<file path="config.mk">
export PLATFORM = sky130hd
export DESIGN_NAME = control_unit_pipe
export DESIGN_NICKNAME = d
export VERILOG_FILES = /design/src/rtl/ctrl_pkg.sv /design/src/rtl/control_decoder.sv /design/src/rtl/control_unit_pipe.sv
export SDC_FILE = /design/constraint.sdc
export NUM_CORES = 1
export LEC_CHECK = 0
export CORE_MARGIN = 5
export CORE_UTILIZATION = 43
export DETAILED_ROUTE_END_ITERATION = 6
export HOLD_SLACK_MARGIN = 0.15
export PLACE_DENSITY = 0.84
export SLEW_MARGIN = 0
export SYNTH_ARGS = -nofsm -noshare
export SYNTH_HDL_FRONTEND = slang
export SYNTH_SLANG_ARGS = --single-unit
</file>
<file path="constraint.sdc">
create_clock -name clk -period 4 [get_ports clk]
set_clock_uncertainty 0.15 [all_clocks]
set_input_delay 1 -clock clk [delete_from_list [all_inputs] [get_ports clk]]
set_output_delay 1 -clock clk [all_outputs]
set_load 0.01 [all_outputs]
</file>
<file path="src/rtl/ctrl_pkg.sv">
// Shared types for the pipelined control unit: opcodes, ALU op codes, control bundle.
package ctrl_pkg;

  localparam logic [6:0] OpLoad   = 7'b0000011;
  localparam logic [6:0] OpImm    = 7'b0010011;
  localparam logic [6:0] OpAuipc  = 7'b0010111;
  localparam logic [6:0] OpStore  = 7'b0100011;
  localparam logic [6:0] OpReg    = 7'b0110011;
  localparam logic [6:0] OpLui    = 7'b0110111;
  localparam logic [6:0] OpBranch = 7'b1100011;
  localparam logic [6:0] OpJalr   = 7'b1100111;
  localparam logic [6:0] OpJal    = 7'b1101111;

  localparam logic [6:0] F7Base = 7'b0000000;
  localparam logic [6:0] F7Alt  = 7'b0100000;
  localparam logic [6:0] F7Mul  = 7'b0000001;

  typedef enum logic [3:0] {
    AluAdd   = 4'd0,
    AluSub   = 4'd1,
    AluAnd   = 4'd2,
    AluOr    = 4'd3,
    AluXor   = 4'd4,
    AluSll   = 4'd5,
    AluSrl   = 4'd6,
    AluSra   = 4'd7,
    AluSlt   = 4'd8,
    AluSltu  = 4'd9,
    AluPassB = 4'd10,
    AluAddPc = 4'd11
  } alu_op_e;

  typedef enum logic [2:0] {
    ImmI = 3'b000,
    ImmS = 3'b001,
    ImmB = 3'b010,
    ImmU = 3'b011,
    ImmJ = 3'b100
  } imm_src_e;

  typedef enum logic [1:0] {
    ResAlu = 2'b00,
    ResMem = 2'b01,
    ResPc4 = 2'b10
  } res_src_e;

  typedef enum logic {
    StIdle,
    StBusy
  } mop_state_e;

  typedef struct packed {
    logic     reg_write;
    logic     mem_write;
    logic     alu_src;
    logic     branch;
    logic     jump;
    logic     jalr;
    logic     mul_op;
    logic     illegal;
    imm_src_e imm_src;
    res_src_e res_src;
    alu_op_e  alu_ctrl;
    logic [2:0] funct3;
  } ctrl_bundle_t;

  localparam ctrl_bundle_t CtrlNop = '0;

  // alt selects sub/sra (funct7[5]) where the encoding allows it.
  function automatic alu_op_e alu_from_f3(input logic [2:0] f3, input logic alt);
    alu_op_e op;
    case (f3)
      3'b000:  op = alt ? AluSub : AluAdd;
      3'b001:  op = AluSll;
      3'b010:  op = AluSlt;
      3'b011:  op = AluSltu;
      3'b100:  op = AluXor;
      3'b101:  op = alt ? AluSra : AluSrl;
      3'b110:  op = AluOr;
      default: op = AluAnd;
    endcase
    return op;
  endfunction

endpackage

</file>
<file path="src/rtl/control_decoder.sv">
// Combinational RV32I (+ optional M) decoder: instruction word to control bundle.
module control_decoder
  import ctrl_pkg::*;
#(
  parameter bit EN_MUL = 1'b1
) (
  input  logic [31:0]  instr,
  input  logic         valid,
  output ctrl_bundle_t ctrl,
  output logic         illegal,
  output logic         is_mop
);

  logic [6:0] opcode;
  logic [2:0] f3;
  logic [6:0] f7;
  logic       unused_fields;

  assign opcode        = instr[6:0];
  assign f3            = instr[14:12];
  assign f7            = instr[31:25];
  assign unused_fields = ^{instr[24:15], instr[11:7]};

  ctrl_bundle_t dec;
  logic         legal;
  logic         mop;

  always_comb begin
    dec        = CtrlNop;
    dec.funct3 = f3;
    legal      = 1'b0;
    mop        = 1'b0;
    case (opcode)
      OpReg: begin
        if (f7 == F7Base || (f7 == F7Alt && (f3 == 3'b000 || f3 == 3'b101))) begin
          legal         = 1'b1;
          dec.reg_write = 1'b1;
          dec.alu_ctrl  = alu_from_f3(f3, f7[5]);
        end else if (EN_MUL && f7 == F7Mul) begin
          legal         = 1'b1;
          mop           = 1'b1;
          dec.reg_write = 1'b1;
          dec.mul_op    = 1'b1;
        end
      end
      OpImm: begin
        dec.reg_write = 1'b1;
        dec.alu_src   = 1'b1;
        dec.imm_src   = ImmI;
        dec.alu_ctrl  = alu_from_f3(f3, 1'b0);
        if (f3 == 3'b001) begin
          legal = (f7 == F7Base);
        end else if (f3 == 3'b101) begin
          legal        = (f7 == F7Base) || (f7 == F7Alt);
          dec.alu_ctrl = alu_from_f3(f3, f7[5]);
        end else begin
          legal = 1'b1;
        end
      end
      OpLoad: begin
        legal         = (f3 != 3'b011) && (f3 != 3'b110) && (f3 != 3'b111);
        dec.reg_write = 1'b1;
        dec.alu_src   = 1'b1;
        dec.imm_src   = ImmI;
        dec.res_src   = ResMem;
      end
      OpStore: begin
        legal         = (f3 == 3'b000) || (f3 == 3'b001) || (f3 == 3'b010);
        dec.mem_write = 1'b1;
        dec.alu_src   = 1'b1;
        dec.imm_src   = ImmS;
      end
      OpBranch: begin
        legal       = (f3 != 3'b010) && (f3 != 3'b011);
        dec.branch  = 1'b1;
        dec.imm_src = ImmB;
        // eq/ne compare via SUB, lt/ge via SLT, ltu/geu via SLTU
        dec.alu_ctrl = (f3[2:1] == 2'b00) ? AluSub : (f3[1] ? AluSltu : AluSlt);
      end
      OpLui: begin
        legal         = 1'b1;
        dec.reg_write = 1'b1;
        dec.alu_src   = 1'b1;
        dec.imm_src   = ImmU;
        dec.alu_ctrl  = AluPassB;
      end
      OpAuipc: begin
        legal         = 1'b1;
        dec.reg_write = 1'b1;
        dec.alu_src   = 1'b1;
        dec.imm_src   = ImmU;
        dec.alu_ctrl  = AluAddPc;
      end
      OpJal: begin
        legal         = 1'b1;
        dec.reg_write = 1'b1;
        dec.jump      = 1'b1;
        dec.imm_src   = ImmJ;
        dec.res_src   = ResPc4;
      end
      OpJalr: begin
        legal         = (f3 == 3'b000);
        dec.reg_write = 1'b1;
        dec.jalr      = 1'b1;
        dec.alu_src   = 1'b1;
        dec.imm_src   = ImmI;
        dec.res_src   = ResPc4;
      end
      default: legal = 1'b0;
    endcase
  end

  assign ctrl    = legal ? dec : CtrlNop;
  assign illegal = valid & ~legal;
  assign is_mop  = legal & mop;

endmodule

</file>
<file path="src/rtl/control_unit_pipe.sv">
// Pipelined control unit: ID decode, multi-cycle M-op stall FSM and ID/EX control register.
module control_unit_pipe
  import ctrl_pkg::*;
#(
  parameter bit          EN_MUL      = 1'b1,
  parameter int unsigned MUL_LATENCY = 4,
  parameter int unsigned ALU_CTRL_W  = 4
) (
  input  logic                  clk,
  input  logic                  rst,
  input  logic [31:0]           InstrD,
  input  logic                  ValidD,
  input  logic                  StallE,
  input  logic                  FlushE,
  output logic                  MulStall,
  output logic                  IllegalD,
  output logic                  RegWriteE,
  output logic                  MemWriteE,
  output logic                  ALUSrcE,
  output logic                  BranchE,
  output logic                  JumpE,
  output logic                  JalrE,
  output logic                  MulOpE,
  output logic                  IllegalE,
  output logic [2:0]            ImmSrcE,
  output logic [1:0]            ResultSrcE,
  output logic [ALU_CTRL_W-1:0] ALUControlE,
  output logic [2:0]            Funct3E
);

  localparam int unsigned CntW = $clog2(MUL_LATENCY + 1);

  ctrl_bundle_t    dec, idex_d, idex_q;
  logic            is_mop, mop_req, bubble;
  mop_state_e      state_d, state_q;
  logic [CntW-1:0] cnt_d, cnt_q;

  control_decoder #(
    .EN_MUL(EN_MUL)
  ) u_dec (
    .instr  (InstrD),
    .valid  (ValidD),
    .ctrl   (dec),
    .illegal(IllegalD),
    .is_mop (is_mop)
  );

  assign mop_req = ValidD & is_mop;

  always_comb begin
    state_d  = state_q;
    cnt_d    = cnt_q;
    MulStall = 1'b0;
    unique case (state_q)
      StIdle: begin
        if (mop_req && !FlushE) begin
          MulStall = 1'b1;
          cnt_d    = CntW'(MUL_LATENCY - 1);
          state_d  = StBusy;
        end
      end
      StBusy: begin
        if (FlushE) begin
          cnt_d   = '0;
          state_d = StIdle;
        end else if (cnt_q != '0) begin
          MulStall = 1'b1;
          cnt_d    = cnt_q - CntW'(1);
        end else if (!StallE) begin
          // Stall released: the M-op issues into ID/EX this edge.
          state_d = StIdle;
        end
      end
      default: state_d = StIdle;
    endcase
  end

  assign bubble = FlushE | ~ValidD | IllegalD | MulStall;

  always_comb begin
    idex_d = dec;
    if (bubble) begin
      idex_d         = CtrlNop;
      idex_d.illegal = IllegalD & ~FlushE;
    end
  end

  always_ff @(posedge clk) begin
    if (rst) begin
      state_q <= StIdle;
      cnt_q   <= '0;
      idex_q  <= CtrlNop;
    end else begin
      state_q <= state_d;
      cnt_q   <= cnt_d;
      if (!StallE) idex_q <= idex_d;
    end
  end

  assign RegWriteE   = idex_q.reg_write;
  assign MemWriteE   = idex_q.mem_write;
  assign ALUSrcE     = idex_q.alu_src;
  assign BranchE     = idex_q.branch;
  assign JumpE       = idex_q.jump;
  assign JalrE       = idex_q.jalr;
  assign MulOpE      = idex_q.mul_op;
  assign IllegalE    = idex_q.illegal;
  assign ImmSrcE     = idex_q.imm_src;
  assign ResultSrcE  = idex_q.res_src;
  assign ALUControlE = ALU_CTRL_W'(idex_q.alu_ctrl);
  assign Funct3E     = idex_q.funct3;

endmodule

</file>
## Word-level counts from Yosys, hierarchy flattened

Index checks and enable logic that the tools add are counted.

| cells by class | value |
|---|---|
| multipliers | 0 |
| bitwise gates (word level) | 11 |
| multiplexer cells | 39 |
| $lt $le $gt $ge | 0 |
| divide/modulo/power cells | 0 |
| shift-type cells | 0 |
| reductions and logical operators | 21 |
| $add $sub $neg | 1 |
| eq/ne operators | 23 |

Operators by type and width:

| kind | count |
|---|---|
| 20-bit 2-to-1 mux | 2 |
| 7-bit by 6-bit == test with 1-bit output, second input constant | 4 |
| 4-bit case mux with 7 select lines | 1 |
| 4-bit case mux with 6 select lines | 1 |
| 7-bit == test, second input constant | 3 |
| 1-bit 2-to-1 mux | 20 |
| 4-bit case mux with 5 select lines | 1 |
| 4-bit 2-to-1 mux | 4 |
| 7-bit by 5-bit == test with 1-bit output, second input constant | 2 |
| 3-bit case mux with 4 select lines | 1 |
| 6-bit OR reduction | 2 |
| 3-bit == test, second input constant | 3 |
| 3-bit 2-to-1 mux | 3 |
| 3-bit by 2-bit != test with 1-bit output, second input constant | 3 |
| 7-bit by 1-bit == test with 1-bit output, second input constant | 1 |
| 7-bit by 2-bit == test with 1-bit output, second input constant | 1 |
| 7-bit logical NOT | 1 |
| 1-bit case mux with 7 select lines | 1 |
| 3-bit by 2-bit == test with 1-bit output, second input constant | 2 |
| 3-bit != test, second input constant | 2 |
| 1-bit case mux with 2 select lines | 3 |
| 3-bit case mux with 2 select lines | 1 |
| 1-bit logical AND | 5 |
| 1-bit logical OR | 5 |
| other kinds (14) | 23 |

| storage, ports and cells | value |
|---|---|
| bits in latches | 0 |
| logic and storage cells | 109 |
| input port bits | 37 |
| RAM bits | 0 |
| memories kept | 0 |
| output and inout bits | 22 |
| bits in registers | 24 |
| ROM bits | 0 |

## Depth between registers and ports, before layout

| depth | value |
|---|---|
| depth after elaboration | 13 |
| gate-level depth with buffers | 9 |

## Cells and area by module

From an unflattened synthesis, not the netlist that was laid out.

| second synthesis, totals | value |
|---|---|
| cell total of the unflattened synthesis | 209 |
| area, all modules | 1,785.5 um^2 |

Modules (own cells, without submodules):

| module | times used | cells an instance | seq. area each (um^2) | area each (um^2) |
|---|---|---|---|---|
| control_unit_pipe | 1 | 122 | 480.5 | 1,224.9 |
| control_decoder | 1 | 87 | 0.0 | 560.5 |

## Least setup slack after synthesis

Ideal clock, no wire load.

| path | value |
|---|---|
| kind | input to output |
| from | input InstrD[26] |
| to | output IllegalD |
| arrival | 2,692 ps |
| required time | 2,850 ps |
| path slack | 158 ps |
| path buffers | 1 |
| stages on the path | 6 |
| cells stage by stage | or4_4 > or4_1 > a311o_1 > nand4_4 > buf_8 > nor2_1 |

| on the way | value |
|---|---|
| word-level cells in the longest chain between the ends | 7 |
| elaborated cells on any way between the ends | 13 |

RTL lines:

| what | line | source |
|---|---|---|
| start: declaration | control_unit_pipe.sv:11 | `input logic [31:0] InstrD,` |
| 7-bit by 6-bit == test with 1-bit output or 7-bit logical NOT (tied branches) | control_decoder.sv:35, control_decoder.sv:54, control_decoder.sv:52 |  |
| 1-bit logical OR or 1-bit logical AND (tied branches) | control_decoder.sv:54, control_decoder.sv:35 |  |
| 1-bit 2-to-1 mux or 1-bit logical OR (tied branches) | control_decoder.sv:53, control_decoder.sv:35 |  |
| 1-bit 2-to-1 mux, on equally long branches | control_decoder.sv:51, control_decoder.sv:35 |  |
| 1-bit case mux with 7 select lines * | control_decoder.sv:33 | `case (opcode)` |
| 1-bit NOT * | control_decoder.sv:114 | `assign illegal = valid & ~legal;` |
| 1-bit AND * | control_decoder.sv:114 |  |
| end: declaration | control_unit_pipe.sv:16 | `output logic IllegalD,` |

Every way passes the cells marked *; elsewhere a longest branch is shown, timed or not.

## Worst setup path in the final report

Ends and elaborated chain as after synthesis.

==> impl_metrics.yaml <==
placement:
  numPortBuffers: 43
  dpl_worst_slack_ns: -0.6385
  place.gp.congestion: 0.8910
  dp_hpwl_mm: 3.113
sta:
  tns_ns: 0
  period_share: 0.9876
  finalHoldViolations: 0
  max-slew-margin-rel: 0.6865
  worstMarginPinSlew_ns: 0.4703
  final.setup.worst_slack_ns: 0.04959
  grt_setup_unrepaired: "yes"
  drv_slew: 0
  fin_crit_ns: 3.950
  hold_slack_ns: 0.3120
  fmax_mhz: 253.1
  setup_violations: 0
setup_path:
  crit_arrival_ns: 2.80
  reg2regPathDepth: 8
  critPathKind: "in2out"
  timing.rr.start: "cnt_q[0]"
  end_kind: "output pin"
  critPathRequiredTime_ns: 2.85
  r2r-end: "ALUControlE[0]"
  crit_start: "InstrD[26]"
  start_kind: "input port"
  r2r_slack_ns: 1.93
  critPathMaxFanout: 2
  cp-endpoint: "IllegalD"
pwr:
  power.density_nw_per_um2: 207.1
  p_total_mw: 0.4538
  irDropWorstVdd_v: 0.0001937
  power_leakage_nw: 0.8111
synth:
  ys_ff_latch: 24
  synthDistinctLibCells: 41
  ys_async_sr_fraction: 0
  ys_seq_area_frac: 0.3299
  synth_edf_count: 0
  postSynthAreaPerCell_sq_um: 7.546
  yosysWarningCount: 0
  synth_cells: 193
  ys.flop_type: "dfxtp_1"
  syn-num-nets: 232
  syn_area_sq_um: 1456
global_route:
  grt_pass1_wl_mm: 6.810
  grt_max_degree: 23
  grt_usage: 0.1875
  first_global_vias: 1502
  grt-ovfl-total: 0
  antenna_found_initial: 0
cells_and_area:
  syn_to_final_growth_pct: 50.43
  nFillCells: 291
  final_common_cell: "clkdlybuf4s50_1"
  final_nets: 297
  drive_gt1_frac: 0.2296
  layout_common_cells: "clkdlybuf4s50_1 (35), buf_4 (31), nand2_1 (28), dfxtp_1 (24), a21oi_1 (24)"
  multiInputGateArea_sq_um: 952.2
  final_util: 0.6618
  antenna_cells: 0
  register_area_sq_um: 480.5
status:
  status: "finished, final reports clean"
detailed_routing:
  drc: 0
  vias: 1626
  avgRoutedWirePerCell_um: 13.56
  wirelength_mm: 4.109
  first_pass_iters: 4
  first_iter_violations: 67
  via_per_inst: 5.366
  ant_nets: 0
clock_tree:
  clkLatencyLatePin_ns: 0.31
  root_buffer: "clkbuf_4"
  cts_tree: "yes"
  clkSlewWorstSetupHoldPaths_ns: 0.12
  htreeDepth: 1
  cts.sinks: 24
  numCtsBuffers: 3
  clk_path_buf_depth: 2
  cts_hold_buf: 0
floorplan:
  initial_utilization: 0.4399
  fp.dieH_um: 68.20
  dieArea_sq_um: 4651
  io_pins: 59
  fp.coreArea_sq_um: 3311
  rows: 21
  die_x_um: 68.20
hold_path:
  hold_class: "reg2reg"
job:
  cap_violations: 0
## how the worst min path moves through the flow
stage	start	to	slack [ns]	depth (start not counted)
after CTS	JalrE	JalrE	0.31	2
after detailed placement	JalrE	JalrE	0.28	2
final	JalrE	JalrE	0.31	2
after global placement	JalrE	JalrE	0.29	2
after floorplan	JalrE	JalrE	0.32	2
after global routing	JalrE	JalrE	0.35	2
## per-layer routing
layer	wire (um)	share of wire	track usage
met5	0	0	0
met4	49	0.012	0.04715
met3	152	0.037	0.03941
met2	2038	0.50	0.3069
met1	1868	0.45	0.2503
## power breakdown
part | total (mW) | internal, mW | switching, mW
clock network | 0.124 | 0.0556 | 0.0682
logic | 0.0903 | 0.0450 | 0.0453
registers | 0.240 | 0.239 | 0.000226
## registers in the layout, indices dropped and copies added, names as in the netlist, 2 cells and up
name,count
ResultSrcE,2
Funct3E,3
ImmSrcE,3
cnt_q,3
ALUControlE,4
## stage by stage
step	instance area [sq um]	std cells
floorplan	1456	193
global placement	2106	298
detailed placement	2106	298
CTS	2157	303
global route	2191	303
finish	2191	303
## worst max-delay path, cell delays in order
cell and delay [ns]:
clkbuf_2 0.09, or4_4 0.53, or4_4 0.49, a311o_1 0.41
nand4_4 0.12, nor2_4 0.04, buf_6 0.11
## cell families after synthesis
| logic type | Yosys count | synth area share |
|---|---|---|
| buffers and inverters | 20 | 0.05928 |
| xor gates and xnor gates | 1 | 0.006015 |
| AOI/OAI and AO/OA | 52 | 0.2294 |
| adders and majority gates | 2 | 0.01718 |
| DFF | 24 | 0.3299 |
| and+or+nand+nor | 94 | 0.3583 |
## synth_stat cells, types with 2 or more instances
cell type,instances,share of area
a211oi_1,2,0.010
nand4_1,3,0.013
nor2b_1,6,0.026
or3_1,2,0.0086
nor3_1,9,0.031
nand2_1,28,0.072
o41ai_2,2,0.022
nand3_1,6,0.021
or2_2,2,0.0086
inv_1,6,0.015
dfxtp_1,24,0.33
clkbuf_1,13,0.034
nand2b_1,3,0.013
nand4b_1,7,0.042
nor4_1,3,0.013
a21o_1,2,0.010
ha_1,2,0.017
nand3b_1,2,0.010
nor2_1,13,0.034
a31oi_1,2,0.0086
or4_2,2,0.012
a21oi_1,24,0.082
o32ai_1,4,0.024
o21ai_0,9,0.031
## area by class of cell
type                            count  area share
Multi-Input combinational cell    149      0.4346
Sequential cell                    24      0.2193
Timing Repair Buffer               74      0.2930
Inverter                            6     0.01028
Tap cell                           46     0.02627
Clock buffer                        4     0.01656
## timing repair
action,in CTS,in global routing
setup endpoints to repair,2,2
buffers inserted,1,0
resized for setup,22,13
pin swaps,5,5
No activity file was read; power rests on OpenSTA's default activity.
